$ cat src/rtl/pc_seq_pkg.sv
// pc_seq_pkg: select encodings and FSM states shared by the pc sequencer files
package pc_seq_pkg;
  localparam logic [1:0] SEL_INC      = 2'b00;
  localparam logic [1:0] SEL_BRANCH   = 2'b01;
  localparam logic [1:0] SEL_INDIRECT = 2'b10;
  localparam logic [1:0] SEL_START    = 2'b11;
  typedef enum logic [1:0] {IDLE = 2'd0, FETCH = 2'd1, EXEC = 2'd2} state_t;
endpackage

$ cat src/rtl/pc_ret_stack.sv
// pc_ret_stack: LIFO of return addresses with synchronous clear, full/empty flags and a top-of-stack read
module pc_ret_stack #(
  parameter int ADDR_W = 8,
  parameter int DEPTH = 4
) (
  input  logic              clk,
  input  logic              rst_n,
  input  logic              clear,
  input  logic              push,
  input  logic              pop,
  input  logic [ADDR_W-1:0] din,
  output logic [ADDR_W-1:0] dout,
  output logic              full,
  output logic              empty
);
  localparam int AW = $clog2(DEPTH);
  localparam int CW = AW + 1;
  logic [ADDR_W-1:0] mem [DEPTH];
  logic [CW-1:0] cnt;
  logic [CW-1:0] top_idx;
  assign top_idx = cnt - CW'(1);
  assign dout = mem[top_idx[AW-1:0]];
  assign full = cnt == CW'(DEPTH);
  assign empty = cnt == '0;
  // occupancy: clear wins, push and pop are never requested together
  always_ff @(posedge clk or negedge rst_n)
    if (!rst_n) cnt <= '0;
    else if (clear) cnt <= '0;
    else if (push) cnt <= cnt + CW'(1);
    else if (pop) cnt <= cnt - CW'(1);
  // storage needs no reset: entries are only read below the count
  always_ff @(posedge clk)
    if (push) mem[cnt[AW-1:0]] <= din;
endmodule

$ cat src/rtl/pc_sequencer.sv
// pc_sequencer: microsequencer PC and fetch handshake; define PC_SEQ_STACK_EN for the call/return stack
module pc_sequencer
  import pc_seq_pkg::*;
#(
  parameter int ADDR_W = 8,
  parameter int STACK_DEPTH = 4
) (
  input  logic              clk,
  input  logic              rst_n,
  input  logic              s1,
  input  logic              s0,
  input  logic              step,
  input  logic [ADDR_W-1:0] branch_addr,
  input  logic [ADDR_W-1:0] indirect_addr,
  input  logic [ADDR_W-1:0] start_addr,
  input  logic              call,
  input  logic              ret,
  output logic              fetch_valid,
  output logic [ADDR_W-1:0] fetch_addr,
  input  logic              fetch_ready,
  output logic [ADDR_W-1:0] pc,
  output logic              busy,
  output logic              seq_err,
  output logic              stack_err
);
  state_t state;
  logic [1:0] sel;
  logic [ADDR_W-1:0] pc_inc, sel_next, next_pc;
  logic restart, exec_step;
  assign sel = {s1, s0};
  assign pc_inc = pc + ADDR_W'(1);
  assign exec_step = step && state == EXEC;
  assign sel_next = sel == SEL_BRANCH ? branch_addr : sel == SEL_INDIRECT ? indirect_addr : pc_inc;
`ifdef PC_SEQ_STACK_EN
  logic push, pop, full, empty, stk_fault;
  logic [ADDR_W-1:0] top;
  assign restart = step && sel == SEL_START && !ret;
  assign push = exec_step && !ret && call && sel == SEL_BRANCH && !full;
  assign pop = exec_step && ret && !empty;
  assign stk_fault = exec_step && (ret ? empty : call && sel == SEL_BRANCH && full);
  assign next_pc = ret ? (empty ? pc_inc : top) : sel_next;
  pc_ret_stack #(.ADDR_W(ADDR_W), .DEPTH(STACK_DEPTH)) u_stack (
    .clk(clk), .rst_n(rst_n), .clear(restart), .push(push), .pop(pop),
    .din(pc_inc), .dout(top), .full(full), .empty(empty)
  );
  // sticky stack error, cleared only by restart
  always_ff @(posedge clk or negedge rst_n)
    if (!rst_n) stack_err <= 1'b0;
    else if (restart) stack_err <= 1'b0;
    else if (stk_fault) stack_err <= 1'b1;
`else
  logic unused_stack;
  assign unused_stack = ^{call, ret, STACK_DEPTH[0]};
  assign restart = step && sel == SEL_START;
  assign next_pc = sel_next;
  assign stack_err = 1'b0;
`endif
  // FSM, pc and sticky sequencing error; restart overrides everything including an in-flight fetch
  always_ff @(posedge clk or negedge rst_n)
    if (!rst_n) begin
      state <= IDLE;
      pc <= '0;
      seq_err <= 1'b0;
    end else if (restart) begin
      state <= FETCH;
      pc <= start_addr;
      seq_err <= 1'b0;
    end else begin
      if (step && state != EXEC) seq_err <= 1'b1;
      if (state == FETCH && fetch_ready) state <= EXEC;
      if (exec_step) begin
        pc <= next_pc;
        state <= FETCH;
      end
    end
  assign fetch_valid = state == FETCH;
  assign fetch_addr = pc;
  assign busy = state != IDLE;
endmodule
$ cat config.mk
export PLATFORM = sky130hd
export DESIGN_NAME = pc_sequencer
export DESIGN_NICKNAME = d
export VERILOG_FILES = /design/src/rtl/pc_seq_pkg.sv /design/src/rtl/pc_ret_stack.sv /design/src/rtl/pc_sequencer.sv
export SDC_FILE = /design/constraint.sdc
export NUM_CORES = 1
export LEC_CHECK = 0
export BUFFER_PORTS_ARGS = -buffer_cell sky130_fd_sc_hd__buf_4
export CAP_MARGIN = 10
export CELL_PAD_IN_SITES_DETAIL_PLACEMENT = 2
export CELL_PAD_IN_SITES_GLOBAL_PLACEMENT = 2
export CORE_ASPECT_RATIO = 0.8
export CORE_UTILIZATION = 24
export DETAILED_ROUTE_END_ITERATION = 6
export GPL_ROUTABILITY_DRIVEN = 0
export PLACE_DENSITY_LB_ADDON = 0.15
export SETUP_SLACK_MARGIN = 0.2
export SLEW_MARGIN = 0
export SYNTH_ARGS = -nofsm -noshare
export SYNTH_HDL_FRONTEND = slang
export SYNTH_SLANG_ARGS = --single-unit
$ cat constraint.sdc
create_clock -name clk -period 3.63 [get_ports clk]
set_clock_uncertainty 0.1 [all_clocks]
set_input_delay 0.1815 -clock clk [delete_from_list [all_inputs] [get_ports clk]]
set_output_delay 0.1815 -clock clk [all_outputs]
set_load 0.02 [all_outputs]
==> metrics.md, run 1 <==
| Metric | Value |
|---|---|
| Run status | complete, no violations |
| CTS tree | built |
| Port Buffers | 48 |
| Synthesis-to-layout area growth | 39.29% |
| Comb power frac | 0.568 |
| Buffers from clock root to sink, at most | 2 |
| Clock power share | 0.139 |
| Initial antenna violation count | 0 |
| Cells after Synth | 115 |
| Met2 usage | 0.2995 |
| # nets final | 184 |
| Critical path's slowest cell | mux4_2 |
| Crit share post-route | 0.5271 |
| Internal power | 0.4925 mW |
| Share of layout cells above drive strength 1 | 0.3733 |
| Sequential power share | 0.293 |
| DIE AREA | 4047 um^2 |
| Highest Clock Rate | 522.7 MHz |
| Row cnt | 19 |
| Placed insts | 187 |
| Most Crowded Layer GR | met2 |
| Register Area | 275.3 um^2 |
| Chip width | 70.88 um |
| Root Buffer | clkbuf_8 |
| DRC Markers | 0 |
| Setup Crit Path Kind | flop to flop |
| Setup violators final | 0 |
| Clock latency on the worst-skew pair | 240 ps |
| Clk pin slew, worst setup/hold paths | 50 ps |
| Post-DP HPWL | 2.469 mm |
| Core area | 3518 um^2 |
| Grt met1 use | 0.2057 |
| Syn nets | 148 |
| First-pass GRT wire length | 5.257 mm |
| Post-synthesis sequential area ratio | 0.3022 |
| Post-synth EDFFs | 0 |
| Area occupied by multi-input gates | 513.0 um^2 |
| Leakage | 0.6082 nW |
| Fin. max-slew vios | 0 |
| YS warnings | 0 |
| DR vias | 996 |
| Hold WS | 130.6 ps |
| Asr flop ratio synth | 1.000 |
| Depth of the CTS H-tree | 1 |
| Worst-path cell chain | ha_1 -> mux2_2 -> mux4_2 -> nand2_1 -> nand2_1 |
| Total CTS buffers | 3 |
| Placed cell areas | 1212 um^2 |
| Net Sw Power | 0.4250 mW |
| Die height | 57.10 um |
| PwrDens | 723.2 nW/um^2 |
| Fillcell total | 423 |
| Total of max-cap violations | 0 |
| Final non-filler cell total | 192 |
| Number of top-level pins | 52 |
| Drt pass-1 iters | 6 |
| Sw frac | 0.4632 |
| Fin area | 1269 um^2 |
| Min Clock Period, post-route | 1913 ps |
| RSZ-0062 raised after global routing | no |
| Crit path top cell by count | nand2_1 |
| Final wirelength | 3.154 mm |
| First DRT Iteration DRCs | 76 |
| Buf/Inv on CP | 0 |
| Synth unique cells | 38 |
| Vias per cell | 5.188 |
| TNS Setup | 0 ps |
| FF+latch count, synth | 11 |
| Worst hold path class | input port to flop |
| Pwr Total | 0.9175 mW |
| Avg Inst Size Synth | 7.921 um^2 |
| Critical Path AT | 1940 ps |
| Clk sink count | 11 |
| Gr ovfl total | 0 |
| CP startpoint kind | flop |
| Initial Util | 0.2589 |
| Post_cts resized | 0 |
| GR Layer Usage met3 | 0.04417 |
| Hold Fails Final Rpt | 0 |
| Post-Syn Area | 910.9 um^2 |
| GR Util All Layers | 0.1679 |
| Largest net degree at the start of global routing | 29 |
| Largest incremental delay on the critical path | 470 ps |
| Antenna Cells | 0 |
| Critical Path End Type | flop |
| DRT antenna net count | 0 |
| Worst IR Drop VDD | 0.2997 mV |
| Critical path data required time | 3660 ps |
| Worst-path fanout max | 7 |
| Post-synth top flop | dfrtp_1 |
| Vias in the first global route | 1069 |
| CP delay by family, top | multiplexers |
| Avg WL per Cell | 16.43 um |
per-stage QoR:
step / worst slack [ps] / util
2_1_floorplan: 1794 / -
5_1_grt: 1656 / 0.3606
3_3_place_gp: 1828 / 0.3446
4_1_cts: 1703 / 0.3606
3_5_place_dp: 1718 / 0.3446
6_report: 1717 / 0.3606
worst paths after layout:
kind                                                   to  slack (ps)                      start  cells past startpoint
min in group asynchronous            state[1]$_DFFE_PN0P_         210                      rst_n                      2
worst min-delay path                 state[1]$_DFFE_PN0P_         130                fetch_ready                      3
worst max register to register  fetch_addr[1]$_DFFE_PN0N_        1720  fetch_addr[0]$_DFFE_PN0N_                      5
worst max-delay path            fetch_addr[1]$_DFFE_PN0N_        1720  fetch_addr[0]$_DFFE_PN0N_                      5
max in group asynchronous       fetch_addr[2]$_DFFE_PN0N_        3050                      rst_n                      2
worst min register to register        seq_err$_DFFE_PN0P_         470        seq_err$_DFFE_PN0P_                      2
cell families after synthesis:
| group | count (synthesis) | synth area share |
|---|---|---|
| multiplexers | 6 | 0.08242 |
| flip-flops | 11 | 0.3022 |
| other | 1 | 0.004117 |
| XOR/XNOR | 3 | 0.02885 |
| adder cells (fa/ha/maj) | 1 | 0.01373 |
| AO/OA/AOI/OAI | 29 | 0.2088 |
| AND/OR/NAND/NOR | 43 | 0.2253 |
| buffers and inverters | 21 | 0.1346 |
cell type report:
type,count,share of cell area
Tap cell,42,0.04142
Inverter,3,0.008876
Multi-Input combinational cell,83,0.4043
Sequential cell,11,0.2170
Timing Repair Buffer,49,0.2919
Clock buffer,3,0.03254
Clock inverter,1,0.003945
flip-flops by register name (all words and copies together) (netlist names):
register / flops
fetch_addr: 8
seq_err: 1
state: 2
placed cells by master, fill, tap and decap left out, types with 2 or more instances in the layout:
cell      instances
a211oi_1          2
nand2_1          17
o221ai_1          3
mux2_2            2
mux2i_1           3
o21ai_0           8
buf_4            48
nand3_1           7
and3_1            3
nor2_1            5
dfrtp_1          11
nand2b_1          3
nor3_1            2
inv_1             3
a31oi_1           2
xnor2_1           2
clkbuf_8          3
a21oi_1           4
o21a_1            2
nor4_1            2
layer usage:
metal  routed length [um]  up-vias
li1                     -      468
met1                 1341      489
met2                 1607       34
met3                  180        5
met4                   24        0
met5                    0        -
power groups by stage:
stage / Clock (mW) / Sequential, mW / Combinational [mW]
final: 0.127 / 0.269 / 0.521
after detailed placement: 0 / 0.272 / 0.529
after floorplan: 0 / 0.300 / 0.306
after CTS: 0.135 / 0.270 / 0.531
after global placement: 0 / 0.263 / 0.507
after global routing: 0.140 / 0.280 / 0.562
synth_stat cells (all sizes together) (2+ instances only):
master  count  area [um^2]
nand2      17        63.81
buf        14        95.09
dfrtp      11        275.3
o21ai       9        45.04
nand3       7        35.03
nor2        5        18.77
a21oi       4        20.02
clkbuf      4        16.26
and3        3        18.77
inv         3        11.26
mux2i       3        30.03
nand2b      3        18.77
o221ai      3        26.28
a211oi      2        15.01
a31oi       2        12.51
mux2        2        22.52
nor3        2        10.01
nor4        2        12.51
o21a        2        15.01
xnor2       2        17.52
worst register-to-register path, cell delays in order, from the launching register on:
cell and delay (ps):
dfrtp_1 450, ha_1 350, mux2_2 270, mux4_2 470, nand2_1 90, nand2_1 60
what timing repair did:
| action | in CTS | in global routing |
|---|---|---|
| hold buffers | 1 | 0 |
| endpoints found under the hold margin | 11 | 0 |
| buffers inserted | 0 | 0 |
No activity file was read; power rests on OpenSTA's default activity.
==> run 2, diff against run 1 <==
- CORE_UTILIZATION: 24 -> 22
- clock period: 3.63 -> 1.9 ns (I/O delays scaled with it)
==> metrics.md, run 2 (synthesis gave the netlist of run 1 again) <==
| Metric | Value |
|---|---|
| CTS tree | built |
| Initial Util | 0.2348 |
| RSZ-0062 raised after global routing | yes |
| Commonest non-fill, non-tap cell in the layout | buf_4 |
| DR vias | 982 |
| Critical Path AT | 1740 ps |
| Fillcell total | 459 |
| TNS Setup | 0 ps |
| R2r setup slk | 190 ps |
| DRT antenna net count | 0 |
| Buffers from clock root to sink, at most | 2 |
| Number of flip-flops in the largest register | 8 |
| RR Endpoint | fetch_addr[1]$_DFFE_PN0N_ |
| Root Buffer | clkbuf_8 |
| Register Area | 280.3 um^2 |
| Setup Crit Path Kind | flop to flop |
| Drt pass-1 iters | 3 |
| Synthesis-to-layout area growth | 48.76% |
| Die height | 59.55 um |
| Hold WS | 14.94 ps |
| Total CTS buffers | 3 |
| Worst IR Drop VDD | 0.5017 mV |
| Worst hold path class | input port to flop |
| GR Util All Layers | 0.1512 |
| Hold_sp | fetch_ready |
| Clk pin slew, worst setup/hold paths | 50 ps |
| Share of layout cells above drive strength 1 | 0.4359 |
| Chip width | 73.94 um |
| Post-DP HPWL | 2.384 mm |
| Clock latency on the worst-skew pair | 240 ps |
| Core area | 3879 um^2 |
| Avg WL per Cell | 14.85 um |
| Placed cell areas | 1274 um^2 |
| Fin area | 1355 um^2 |
| # nets final | 190 |
| Worst-path fanout max | 2 |
| Antenna Cells | 0 |
| DIE AREA | 4403 um^2 |
| Critical Path End Type | flop |
| Number of top-level pins | 52 |
| Vias in the first global route | 1018 |
| Fin. max-slew vios | 0 |
| Worst Hold End | state[1]$_DFFE_PN0P_ |
| DRC Markers | 0 |
| Most frequent cells in the layout | buf_4, nand2_1, o21ai_0 |
| Port Buffers | 48 |
| Hold Fails Final Rpt | 0 |
| Total of max-cap violations | 0 |
| Critical path data required time | 1930 ps |
| Vias per cell | 4.654 |
| Worst reg2reg path startpoint | fetch_addr[0]$_DFFE_PN0N_ |
| Largest net degree at the start of global routing | 20 |
| Depth of the CTS H-tree | 1 |
| Crit share post-route | 0.9014 |
| First DRT Iteration DRCs | 25 |
| Highest Clock Rate | 583.9 MHz |
| Area occupied by multi-input gates | 534.3 um^2 |
| Run status | complete, no violations |
| Initial antenna violation count | 0 |
| Min Clock Period, post-route | 1713 ps |
| Reg2reg path depth | 5 |
| Leakage | 0.6317 nW |
| First-pass GRT wire length | 4.912 mm |
| Setup violators final | 0 |
| Clk sink count | 11 |
| Worst Hold Path Cells | 3 |
| PwrDens | 1359 nW/um^2 |
| Final wirelength | 3.133 mm |
| Row cnt | 20 |
| Gr ovfl total | 0 |
| CP startpoint kind | flop |
==> run 2: timing repair <==
| action | in CTS | in global routing |
|---|---|---|
| resized for setup | 0 | 4 |
| setup buffers | 2 | 0 |
| hold endpoints to repair | 11 | 0 |
| setup endpoints to repair | 1 | 5 |
| pin swaps | 1 | 0 |
| hold buffers | 1 | 0 |
==> run 2: stage by stage <==
step / utilization / worst slack, ps / cells / power (mW)
detailed placement: 0.3284 / 176.0 / 204 / 1.567
finish: 0.3494 / 187.3 / 211 / 1.841
floorplan: - / 174.3 / 115 / 1.184
global route: 0.3494 / 140.7 / 211 / 1.989
CTS: 0.3465 / 198.0 / 211 / 1.853
global placement: 0.3284 / 202.1 / 204 / 1.536
==> run 2: layer usage <==
layer / global-route usage / share of wire
met1: 0.2012 / 0.48
met2: 0.2390 / 0.45
met3: 0.05272 / 0.058
met4: 0.02473 / 0.0038
met5: 0 / 0
==> run 2: report_power, final <==
group / internal [mW] / total, mW / switching, mW
registers: 0.351 / 0.492 / 0.140
logic: 0.521 / 1.11 / 0.588
clock network: 0.148 / 0.240 / 0.0926
total: 1.02 / 1.84 / 0.821
==> run 2: layout make-up <==
type	count	share of cell area
clock buffers	4	0.03324
inverters	3	0.008310
multi-input cells	83	0.3943
flip-flops and latches	11	0.2068
well taps	55	0.05078
repair buffers	55	0.3066
==> run 2: worst max-delay path by stage <==
stage | depth (start not counted) | from | to | slack [ps]
finish | 5 | fetch_addr[0]$_DFFE_PN0N_ | fetch_addr[1]$_DFFE_PN0N_ | 190
global route | 5 | fetch_addr[0]$_DFFE_PN0N_ | fetch_addr[1]$_DFFE_PN0N_ | 140
CTS | 5 | fetch_addr[0]$_DFFE_PN0N_ | fetch_addr[1]$_DFFE_PN0N_ | 200
detailed placement | 5 | fetch_addr[0]$_DFFE_PN0N_ | fetch_addr[1]$_DFFE_PN0N_ | 180
global placement | 5 | fetch_addr[0]$_DFFE_PN0N_ | fetch_addr[1]$_DFFE_PN0N_ | 200
floorplan | 5 | fetch_addr[1]$_DFFE_PN0N_ | fetch_addr[1]$_DFFE_PN0N_ | 170
==> run 2: critical path: stages (launching register included) <==
cell,delay [ps]
dfrtp_2,420
ha_4,240
mux2_2,250
mux4_2,470
nand2_2,70
nand2_1,50
